`config.mk`:
```
export PLATFORM = sky130hd
export DESIGN_NAME = level_to_pulse_debounce
export DESIGN_NICKNAME = d
export VERILOG_FILES = /design/src/rtl/level_to_pulse_debounce.sv
export SDC_FILE = /design/constraint.sdc
export NUM_CORES = 1
export LEC_CHECK = 0
export ABC_AREA = 1
export BUFFER_PORTS_ARGS = -buffer_cell sky130_fd_sc_hd__clkbuf_2
export CAP_MARGIN = 20
export CORE_ASPECT_RATIO = 1.25
export CORE_MARGIN = 2
export CORE_UTILIZATION = 25
export DETAILED_ROUTE_END_ITERATION = 6
export GPL_ROUTABILITY_DRIVEN = 0
export SKIP_CTS_REPAIR_TIMING = 1
export SYNTH_ARGS = -nofsm -noshare
export SYNTH_HDL_FRONTEND = slang
export SYNTH_SLANG_ARGS = --single-unit
export TNS_END_PERCENT = 10
```
`constraint.sdc`:
```
create_clock -name clock -period 1.3 [get_ports clock]
set_clock_uncertainty 0.2 [all_clocks]
set_input_delay 0.26 -clock clock [delete_from_list [all_inputs] [get_ports clock]]
set_output_delay 0.26 -clock clock [all_outputs]
set_load 0.03 [all_outputs]
```
`src/rtl/level_to_pulse_debounce.sv`:
```
// level_to_pulse_debounce
//   Synchronises an asynchronous level through a 2-FF chain, debounces it with
//   a four-state FSM and emits registered single-cycle pulses on each accepted
//   change, together with the filtered level and a wrapping count of accepted
//   edges.
//
// Parameters
//   DEBOUNCE  consecutive synchronised samples needed to accept a change (>=1)
//   CNT_W     width of the accepted-edge counter
//
// Ports
//   clock       system clock, everything on the rising edge
//   reset       synchronous, active-high reset
//   level_in    asynchronous input level
//   pos         one-cycle pulse after an accepted 0->1 change
//   neg         one-cycle pulse after an accepted 1->0 change
//   level_out   debounced level
//   edge_count  number of accepted edges (pos + neg), wraps
module level_to_pulse_debounce #(
  parameter int DEBOUNCE = 4,
  parameter int CNT_W    = 8
) (
  input  logic             clock,
  input  logic             reset,
  input  logic             level_in,
  output logic             pos,
  output logic             neg,
  output logic             level_out,
  output logic [CNT_W-1:0] edge_count
);

  localparam int CW = (DEBOUNCE + 1 > 1) ? $clog2(DEBOUNCE + 1) : 1;
  localparam logic [CW-1:0] CNT_LAST = CW'(DEBOUNCE - 1);

  typedef enum logic [1:0] {
    LOW    = 2'd0,
    CHK_HI = 2'd1,
    HIGH   = 2'd2,
    CHK_LO = 2'd3
  } state_t;

  state_t        state;
  logic [CW-1:0] cnt;
  logic          s1;
  logic          s2;

  // Synchroniser: the FSM only ever looks at s2.
  always_ff @(posedge clock) begin
    if (reset) begin
      s1 <= 1'b0;
      s2 <= 1'b0;
    end else begin
      s1 <= level_in;
      s2 <= s1;
    end
  end

  // Debounce FSM. pos/neg default low each cycle so any pulse lasts exactly
  // one cycle; level_out is registered alongside the state it reflects.
  always_ff @(posedge clock) begin
    if (reset) begin
      state      <= LOW;
      cnt        <= '0;
      pos        <= 1'b0;
      neg        <= 1'b0;
      level_out  <= 1'b0;
      edge_count <= '0;
    end else begin
      pos <= 1'b0;
      neg <= 1'b0;
      case (state)
        LOW: begin
          if (s2) begin
            if (DEBOUNCE == 1) begin
              state      <= HIGH;
              level_out  <= 1'b1;
              pos        <= 1'b1;
              edge_count <= edge_count + 1'b1;
              cnt        <= '0;
            end else begin
              state <= CHK_HI;
              cnt   <= CW'(1);
            end
          end
        end
        CHK_HI: begin
          if (!s2) begin
            // Glitch rejected: fall back without any output change.
            state <= LOW;
            cnt   <= '0;
          end else if (cnt == CNT_LAST) begin
            state      <= HIGH;
            level_out  <= 1'b1;
            pos        <= 1'b1;
            edge_count <= edge_count + 1'b1;
            cnt        <= '0;
          end else begin
            cnt <= cnt + CW'(1);
          end
        end
        HIGH: begin
          if (!s2) begin
            if (DEBOUNCE == 1) begin
              state      <= LOW;
              level_out  <= 1'b0;
              neg        <= 1'b1;
              edge_count <= edge_count + 1'b1;
              cnt        <= '0;
            end else begin
              state <= CHK_LO;
              cnt   <= CW'(1);
            end
          end
        end
        CHK_LO: begin
          if (s2) begin
            state <= HIGH;
            cnt   <= '0;
          end else if (cnt == CNT_LAST) begin
            state      <= LOW;
            level_out  <= 1'b0;
            neg        <= 1'b1;
            edge_count <= edge_count + 1'b1;
            cnt        <= '0;
          end else begin
            cnt <= cnt + CW'(1);
          end
        end
        default: begin
          state <= LOW;
          cnt   <= '0;
        end
      endcase
    end
  end

endmodule

```
; ---- After elaboration in Yosys (flattened, before gate mapping)
; Cells that the tools add are included.
[totals]
in_bits = 3
register_bits = 18
word_cells = 56
out_inout_bits = 11
[op_classes]
eq_ne = 12
n_reduce_logical = 8
muxes = 23
add_sub_neg = 2
bitwise_logic = 3
[ops]
columns = cell, count
row1 = $mux W8, 3
row2 = $pmux W8 S2, 1
row3 = $mux W3, 5
row4 = $mux W2, 6
row5 = $ne A2 B2 Y1 const B, 6
row6 = $pmux W3 S4, 1
row7 = $add A8 B1 Y8 const B, 1
row8 = $pmux W2 S4, 1
row9 = $ne A3 B3 Y1 const B, 2
row10 = $reduce_or A3 Y1, 2
row11 = $mux W1, 5
row12 = $reduce_and A5 Y1, 1
row13 = $eq A2 B2 Y1 const B, 2
row14 = $reduce_and A4 Y1, 1
row15 = $add A3 B1 Y3 const B, 1
row16 = $eq A3 B2 Y1 const B, 1
row17 = $not A1 Y1, 3
row18 = $reduce_and A3 Y1, 1
row19 = $eq A2 B1 Y1 const B, 1
row20 = $logic_not A2 Y1, 1
row21 = $pmux W1 S2, 1
row22 = $reduce_and A2 Y1, 1
row23 = $reduce_bool A2 Y1, 1

; ---- Longest topological paths before layout
; Gate-level depths: netlist (run 1).
[depth]
depth_word = 4
mapped_depth = 8
ltp_nobuf = 8

; ---- Least setup slack after synthesis (run 1)
; OpenSTA, ideal clock, no wires.
[synth_timing]
path_kind = register -> register
start = reg edge_count[0]
end = reg edge_count[4]
path_buffers = 0
setup_time_ns = 0.117
period_less_slack_ns = 1.523
arrival_ns = 1.205
path_stages_with_launch = 6
required_ns = 0.983
setup_slack_ns = -0.223
cell_sequence = dfxtp_1 > ha_1 > nand3_1 > xor2_1 > nand2_1 > a21oi_1
[synth_between]
elab_chain_len = 4
word_cells_on_any_way = 5
cone_classes = add/sub (1) / mux (4)
[synth_rtl]
columns = element, line_no
row1 = start: declaration, 29  ; output logic [CNT_W-1:0] edge_count
row2 = start signal: assignment, 78  ; edge_count <= edge_count + 1'b1;
row3 = start signal: assignment, 95  ; edge_count <= edge_count + 1'b1;
row4 = start signal: assignment, 107  ; edge_count <= edge_count + 1'b1;
row5 = $add A8 B1 Y8 *, "95, 123"
row6 = $mux W8 *, "91, 119"
row7 = $mux W8 (on tied branches), "116, 87"
row8 = $pmux W8 S2 *, 71  ; case (state)
; Every way passes the cells marked *; elsewhere a longest branch is shown, timed or not. The select of a mux whose other input is x is not followed.
; A chain may end at the register's enable or synchronous reset.

; ---- Worst setup path after layout (run 1)
[layout_timing]
start = reg cnt[1]
end = reg level_out
[layout_between]
elab_chain_len = 3
word_cells_on_any_way = 4
cone_classes = eq/ne (3) / reduce/logical (1)
[layout_rtl]
columns = element, line_no
row1 = start: declaration, 43  ; logic [CW-1:0] cnt;
row2 = start signal: assignment, 98  ; cnt <= cnt + CW'(1);
row3 = start signal: assignment, 126  ; cnt <= cnt + CW'(1);
row4 = $eq A3 B2 Y1 *, "91, 119"
row5 = $ne A2 B2 Y1 (no source line), n/a
row6 = $reduce_and A5 Y1 (no source line) *, n/a
row7 = end signal: assignment, 93  ; level_out <= 1'b1;
row8 = end signal: assignment, 105  ; level_out <= 1'b0;
row9 = end signal: assignment, 121  ; level_out <= 1'b0;
row10 = end: declaration, 28  ; output logic level_out,
; Every way passes the cells marked *; elsewhere a longest branch is shown, timed or not.

==> results of run 1 <==
[state kept, by name, summed over array words and instances, names as in the netlist, named ones only]
name        flops
edge_count      8
cnt             3
level_out       1
neg             1
pos             1
s1              1
s2              1
state           1
[Yosys cell counts]
master,n,share of area (%)
nor2_4,1,1.4
inv_2,2,0.94
xor2_1,1,1.1
a211oi_1,1,0.94
a31o_2,1,1.1
o21ai_0,2,1.2
o21ai_1,1,0.62
dfxtp_1,18,45
buf_2,1,0.62
nand4_1,2,1.6
nand2_1,30,14
nand3_1,8,5.0
ha_1,2,3.1
nand2_2,2,1.6
a21oi_1,5,3.1
nand3_2,1,1.2
inv_1,11,5.1
nor2_1,16,7.5
o22ai_1,1,0.78
buf_6,1,1.4
a21oi_2,1,1.1
nor2_2,2,1.6
[routing by layer]
metal / vias up / part of all wire (%) / global-route usage, %
met5: - / 0 / 0
met4: 0 / 2.1 / 3.750
met3: 5 / 3.3 / 2.212
met2: 14 / 56 / 19.05
met1: 364 / 39 / 10.90
li1: 404 / - / -
[metrics by stage]
step	hold WS, ps	area, µm²
3_5_place_dp	202.7	1001
3_3_place_gp	195.1	1001
5_1_grt	24.93	1124
2_1_floorplan	167.0	815.8
6_report	-4.433	1124
4_1_cts	-1.385	1046
[final cells by class]
cell class	instances	area [µm²]
fillers	325	2013
clock buffers	3	41.29
flip-flops and latches	18	375.4
clock inverters	1	3.754
inverters	13	48.80
multi-input cells	78	440.4
well taps	37	46.29
repair buffers	25	167.7
[cells by family after synthesis]
group,after synthesis,synth area share (%)
AND/OR/NAND/NOR,62,33.85
AO/OA/AOI/OAI,12,8.893
buffers and inverters,15,8.112
adder cells (fa/ha/maj),2,3.120
flip-flops,18,44.93
XOR/XNOR,1,1.092
[report_power, final]
| group | total (W) | internal (W) | switching, W |
|---|---|---|---|
| Clock | 0.000392 | 0.000210 | 0.000183 |
| Sequential | 0.000557 | 0.000553 | 0.00000424 |
| Combinational | 0.0000522 | 0.0000229 | 0.0000293 |
| Total | 0.00100 | 0.000786 | 0.000216 |
[worst min-delay path by stage]
stage / from / end / depth (start not counted)
3_3_place_gp: s1 / s2 / 2
4_1_cts: level_in / s1 / 3
2_1_floorplan: level_in / s1 / 2
3_5_place_dp: s1 / s2 / 2
6_report: level_in / s1 / 3
5_1_grt: level_in / s1 / 3
[worst max-delay path, stage by stage (launching register included)]
cell     delay, ps
dfxtp_2        360
ha_4           160
nand3_4        110
inv_2          100
nand2_2         80
a31o_2         240
[placed cells by master, fill, tap and decap left out]
cell and n:
a211oi_2 1, a21oi_1 5, a21oi_2 1, a31o_2 1
buf_2 1, buf_4 17, clkbuf_2 7, clkbuf_8 3
clkinv_1 1, dfxtp_1 10, dfxtp_2 6, dfxtp_4 2
ha_4 2, inv_1 9, inv_2 4, nand2_1 27
nand2_2 4, nand2_4 1, nand3_1 8, nand3_4 1
nand4_1 2, nor2_1 15, nor2_2 3, nor2_4 2
o21ai_1 3, o22ai_1 1, xor2_1 1
==> out/qor.yml, run 1 <==
worst_setup_path:
  crit_required_ps: 1250
  r2r_start: "cnt[1]"
  reg2reg_depth: 5
  cp-startpoint: "cnt[1]"
  crit_type: "reg2reg"
  regToRegSetupSlack_ps: -40
  cp-start-kind: "register"
  arrival_ps: 1290
  cp_max_fo: 4
  crit_path_end: "level_out"
  rr_endpoint: "level_out"
  crit_path_end_kind: "register"
cells_and_area:
  nNetsFinal: 144
  postLayoutCoreUtil_pct: 35.82
  area_growth_pct: 40.09
  final_cells: 175
  diodes: 0
  drive_above_1_share_pct: 40.58
detailed_routing:
  vias: 787
  antenna_left: 0
  drc_errors: 0
  vias_per_cell: 4.497
  drt_pass1_iterations: 4
  wirelength_mm: 1.828
  wl_per_cell_um: 10.45
  drt_iter0_drc: 19
timing:
  finalHoldViolCount: 1
  finalSetupViolations: 6
  maxSlewViolCount: 0
  max_freq_mhz: 745.4
  layout_setup_ws_ps: -41.48
  tightest_slew_ps: 177.9
  finalCriticalPeriod_ps: 1341
  fin_crit_sh_pct: 103.2
  setup_tns_ps: -149.2
  hold_slack_ps: -4.433
  relSlewSlack_pct: 88.11
  rsz0062_at_grt: "true"
clock_tree:
  clk_pin_slew_ps: 70
  clockRootBuffer: "clkbuf_8"
  clock_latency_ps: 250
  cts_tree: "built"
  h-tree-depth: 1
  cts_made_buffers: 3
  cts_sinks: 18
  cts_buffer_depth: 2
grt:
  grt-ovfl-total: 0
  grt_max_degree: 13
  grt_pass1_vias: 736
  grt_usage_pct: 10.28
  grt_pass1_wl_mm: 2.835
  antenna_found_initial: 0
placed_design:
  placedCellCount: 170
  portBuffers: 13
  post-place-ws_ps: -139.1
  dp_hpwl_mm: 1.384
synth:
  synth-seq-cells: 18
  syn-num-nets: 115
  synthCells: 110
  netlist_area_um2: 802.0
  yosysUniqueCellTypes: 22
  yosys_warnings: 0
  synth_seq_area_share_pct: 44.93
  syn_avg_cell_area_um2: 7.291
floorplan:
  core_area_um2: 3137
  die_w_um: 54.66
  num_io_pins: 14
  die_area_um2: 3680
  initial_core_util_pct: 25.57
  rows: 23
  die_y_um: 67.33
run_status:
  violations: "hold timing, setup timing"
  status: "finished, violations left"
power:
  p_total_w: 0.001002
  leakage_nw: 0.4436
  cellPowerDensity_nw_per_um2: 891.6
  irDropWorstVdd_uv: 738.8
hold_path:
  holdCritPathClass: "in2reg"
flow_run:
  cap_violations: 0
No activity file was read; power rests on OpenSTA's default activity.
==> inputs of run 2 (changes only) <==
SETUP_SLACK_MARGIN = 0.5   (was default)
==> run 2 against run 1 <==
Against the previous run: the flow still finishes with violations (hold timing, setup timing); clock power is 4% higher; critical endpoint is now edge_count[5]; largest cell class unchanged; sequential cell count unchanged; first-iteration DRC count shrank 37%; via count decreased by 2.0%; fmax grew 2.2%; global-route usage increased by 1.9 points; critical path type unchanged.
==> out/qor.yml, run 2 (synthesis gave the netlist of run 1 again) <==
run_status:
  status: "finished, violations left"
  violations: "hold timing, setup timing"
power:
  leakage_nw: 0.4475
  cellPowerDensity_nw_per_um2: 881.8
  irDropWorstVdd_uv: 568.6
timing:
  rsz0062_at_grt: "true"
  finalSetupViolations: 5
  setup_tns_ps: -51.31
  layout_setup_ws_ps: -12.90
  finalCriticalPeriod_ps: 1313
  tightest_slew_ps: 209.7
  hold_slack_ps: -11.97
  relSlewSlack_pct: 85.97
  maxSlewViolCount: 0
  finalHoldViolCount: 1
  max_freq_mhz: 761.7
  fin_crit_sh_pct: 101.0
clock_tree:
  h-tree-depth: 1
  cts_made_buffers: 3
  cts_buffer_depth: 2
  cts_sinks: 18
  clockRootBuffer: "clkbuf_8"
  cts_tree: "built"
  clock_latency_ps: 260
  clk_pin_slew_ps: 70
floorplan:
  die_w_um: 54.66
  die_area_um2: 3680
  die_y_um: 67.33
  rows: 23
  num_io_pins: 14
  core_area_um2: 3137
  initial_core_util_pct: 25.57
detailed_routing:
  dr.max_layer_used: "met4"
  drt-met1-wl_um: 726
  drc_errors: 0
  drt_iter0_drc: 12
  wl_per_cell_um: 10.86
  vias: 771
  wl_met2_mm: 1.071
  vias_per_cell: 4.431
  wl_met3_um: 34
  wirelength_mm: 1.890
  drt_pass1_iterations: 4
  antenna_left: 0
grt:
  grt_pass1_vias: 771
  grt_max_degree: 13
  grt-ovfl-total: 0
  antenna_found_initial: 0
  grt_pass1_wl_mm: 3.187
  grt_usage_pct: 12.20
worst_setup_path:
  cp_max_fo: 6
  crit_required_ps: 1300
  cp-start-kind: "register"
  arrival_ps: 1310
  crit_type: "reg2reg"
  crit_path_end_kind: "register"
cells_and_area:
  nFillCells: 341
  diodes: 0
  mostFrequentLayoutCells: "nand2_1 (28), nor2_1 (16), buf_4 (16)"
  drive_above_1_share_pct: 42.34
  largest_reg_flops: 8
  largest_registers: "edge_count x8, cnt x3"
  mostFrequentLayoutCell: "nand2_1"
  top_register: "edge_count"
  nNetsFinal: 143
  area_growth_pct: 43.53
flow_run:
  cap_violations: 0
hold_path:
  holdCritPathClass: "in2reg"
placed_design:
  dp_hpwl_mm: 1.419
  portBuffers: 13
-- run 2: worst paths after layout --
kind | start | end | slack (ps) | depth (start not counted)
max | cnt[1] | edge_count[5] | -10 | 7
min | level_in | s1 | -10 | 3
max reg2reg | cnt[1] | edge_count[5] | -10 | 7
min reg2reg | s1 | s2 | 200 | 2
-- run 2: power breakdown --
group | leakage [nW] | internal [W] | total (W) | switching, W
clock network | 0.0231 | 0.000211 | 0.000409 | 0.000199
logic | 0.271 | 0.0000232 | 0.0000508 | 0.0000276
registers | 0.153 | 0.000551 | 0.000555 | 0.00000397
total | 0.447 | 0.000785 | 0.00102 | 0.000230
-- run 2: metrics by stage --
| stage | cells | total power [W] | instance area (µm²) | util (%) | worst slack [ps] |
|---|---|---|---|---|---|
| after CTS | 173 | 0.001027 | 1076 | 34.30 | -82.00 |
| after floorplan | 110 | 0.0005906 | 853.3 | - | 22.09 |
| after global routing | 174 | 0.001052 | 1151 | 36.70 | -112.2 |
| after global placement | 169 | 0.0006129 | 1031 | 32.87 | -48.03 |
| after detailed placement | 169 | 0.0006142 | 1031 | 32.87 | -78.72 |
| final | 174 | 0.001015 | 1151 | 36.70 | -12.90 |
-- run 2: metal layers --
layer / vias to the layer above / global-route usage (%)
li1: 404 / -
met5: - / 0
met4: 0 / 8.438
met2: 8 / 22.02
met1: 354 / 12.14
met3: 5 / 1.991
-- run 2: worst max-delay path: stages (launching register included) --
cell     delay, ps
dfxtp_2        360
ha_4           150
nand3_4        100
nor2_4         210
nand2_1         70
nand2_1         50
nand2_1         40
nor2_1          70
-- run 2: area by class of cell --
type | count | area (µm²) | area share (%)
sequential | 18 | 384.1 | 33.37
inverter | 13 | 48.80 | 4.239
tap | 37 | 46.29 | 4.022
timing repair buffer | 24 | 191.4 | 16.63
clock inverter | 1 | 3.754 | 0.3261
clock buffer | 3 | 41.29 | 3.587
multi-input combinational | 78 | 435.4 | 37.83
==> inputs of run 3 (changes only) <==
REMOVE_ABC_BUFFERS = 1   (was default)
clock period = 1.58 ns   (was 1.3 ns; I/O delays follow)
==> run 3 against run 2 <==
Against the previous run: the flow now finishes without violations; sequential cell count stayed put; combinational power is 42% lower; setup slack better by 200 ps; clock power is 8.3% lower; register-to-register slack better by 210 ps; core utilization is 3.6 points lower; non-clock buffer count is 9 lower; global-route usage is 2.6 points lower; sequential share of layout area is 2.4 points higher; critical path depth is 6 lower; sequential power is 17% lower; highest routed layer unchanged.
==> out/qor.yml, run 3 (synthesis gave the netlist of run 1 again) <==
timing:
  finalCriticalPeriod_ps: 1396
  maxSlewViolCount: 0
  finalHoldViolCount: 0
  rsz0062_at_grt: "true"
  tightest_slew_ps: 270.2
  relSlewSlack_pct: 81.97
  finalSetupViolations: 0
  max_freq_mhz: 716.1
  setup_tns_ps: 0
  fin_crit_sh_pct: 88.38
placed_design:
  portBuffers: 13
  placedCellCount: 159
  dp_hpwl_mm: 1.163
clock_tree:
  cts_made_buffers: 3
  h-tree-depth: 1
  clock_latency_ps: 250
  clk_pin_slew_ps: 70
  cts_buffer_depth: 2
  clockRootBuffer: "clkbuf_8"
  cts_tree: "built"
  cts_sinks: 18
grt:
  grt_max_degree: 13
  antenna_found_initial: 0
  grt_pass1_wl_mm: 2.580
  grt-ovfl-total: 0
  grt_pass1_vias: 640
  grt_usage_pct: 9.579
hold_path:
  hold_start: "level_in"
  worstHoldPathCells: 3
  min_to: "s1"
  holdCritPathClass: "in2reg"
cells_and_area:
  area_growth_pct: 29.64
  mostFrequentLayoutCells: "nand2_1 (28), nor2_1 (16), dfxtp_1 (11)"
  top_register: "edge_count"
  mostFrequentLayoutCell: "nand2_1"
  largest_registers: "edge_count x8, cnt x3"
  nFillCells: 334
  largest_reg_flops: 8
  final_cells: 165
  diodes: 0
  regArea_um2: 371.6
  multi_input_area_um2: 430.4
  nNetsFinal: 134
  drive_above_1_share_pct: 32.81
detailed_routing:
  wirelength_mm: 1.722
  antenna_left: 0
  wl_met2_um: 791
  vias: 736
  wl_met3_um: 80
  dr.max_layer_used: "met4"
  drc_errors: 0
  drt-met1-wl_um: 823
  vias_per_cell: 4.461
  drt_iter0_drc: 25
  drt_pass1_iterations: 4
  wl_per_cell_um: 10.44
worst_setup_path:
  crit_chain: "clkbuf_2"
  r2r_start: "cnt[1]"
  crit_path_end_kind: "primary output"
  arrival_ps: 880
  path_buf_inv: 1
  crit_type: "reg2out"
  cp_top_family: "flip-flops"
  cp-start-kind: "register"
  cpPeakStageDelay_ps: 400
  reg2reg_depth: 6
  regToRegSetupSlack_ps: 200
  crit_required_ps: 1060
  rr_endpoint: "edge_count[3]"
  cp_max_fo: 6
  cpMaxStageDelayCell: "dfxtp_2"
floorplan:
  rows: 23
  die_area_um2: 3680
  initial_core_util_pct: 25.57
  num_io_pins: 14
  die_w_um: 54.66
  die_y_um: 67.33
  core_area_um2: 3137
power:
  irDropWorstVdd_uv: 491.3
  cellPowerDensity_nw_per_um2: 833.4
  leakage_nw: 0.3951
flow_run:
  cap_violations: 0
run_status:
  status: "complete, no violations"
run 3: changes by cell type in the layout (fill, tap and decap cells not counted), moves of 2 or more:
cell and change:
dfxtp_1 +6, buf_6 -5, dfxtp_2 -4, clkbuf_4 +2, clkbuf_2 +8, dfxtp_4 -2, buf_4 -14
run 3: area by class of cell:
type	count	share of cell area (%)
Timing Repair Buffer	15	8.183
Inverter	13	4.934
Multi-Input combinational cell	78	41.40
Tap cell	37	4.452
Sequential cell	18	35.74
Clock buffer	4	5.295
run 3: through the flow:
step / area, µm² / hold slack (ps) / worst slack, ps / util [%] / power [W]
after floorplan: 785.8 / 185.1 / 58.25 / - / 0.0004870
after global placement: 904.6 / 193.2 / 117.9 / 28.84 / 0.0004973
after detailed placement: 904.6 / 197.6 / 60.81 / 28.84 / 0.0004985
after CTS: 959.7 / 45.52 / 30.86 / 30.59 / 0.0008748
after global routing: 1040 / 66.69 / 146.8 / 33.15 / 0.0008966
final: 1040 / 47.83 / 183.5 / 33.15 / 0.0008665
run 3: report_power, final:
part / total [W] / internal [W] / switching (W)
Sequential: 0.000462 / 0.000457 / 0.00000451
Combinational: 0.0000295 / 0.0000104 / 0.0000192
Clock: 0.000375 / 0.000221 / 0.000154
run 3: layer usage:
metal  track usage [%]  vias to the layer above
met1             12.05                      323
li1                  -                      383
met4             3.750                        0
met5                 0                        -
met2             15.18                       26
met3             2.655                        4
run 3: worst max-delay path by stage:
stage                              from  depth (start not counted)            end  slack [ps]
final                     edge_count[0]                          1  edge_count[0]         180
after global routing             cnt[1]                          6  edge_count[3]         150
after CTS                        cnt[0]                          6  edge_count[3]          30
after detailed placement         cnt[0]                          6  edge_count[3]          60
after global placement           cnt[0]                          6  edge_count[7]         120
after floorplan           edge_count[0]                          5  edge_count[4]          60
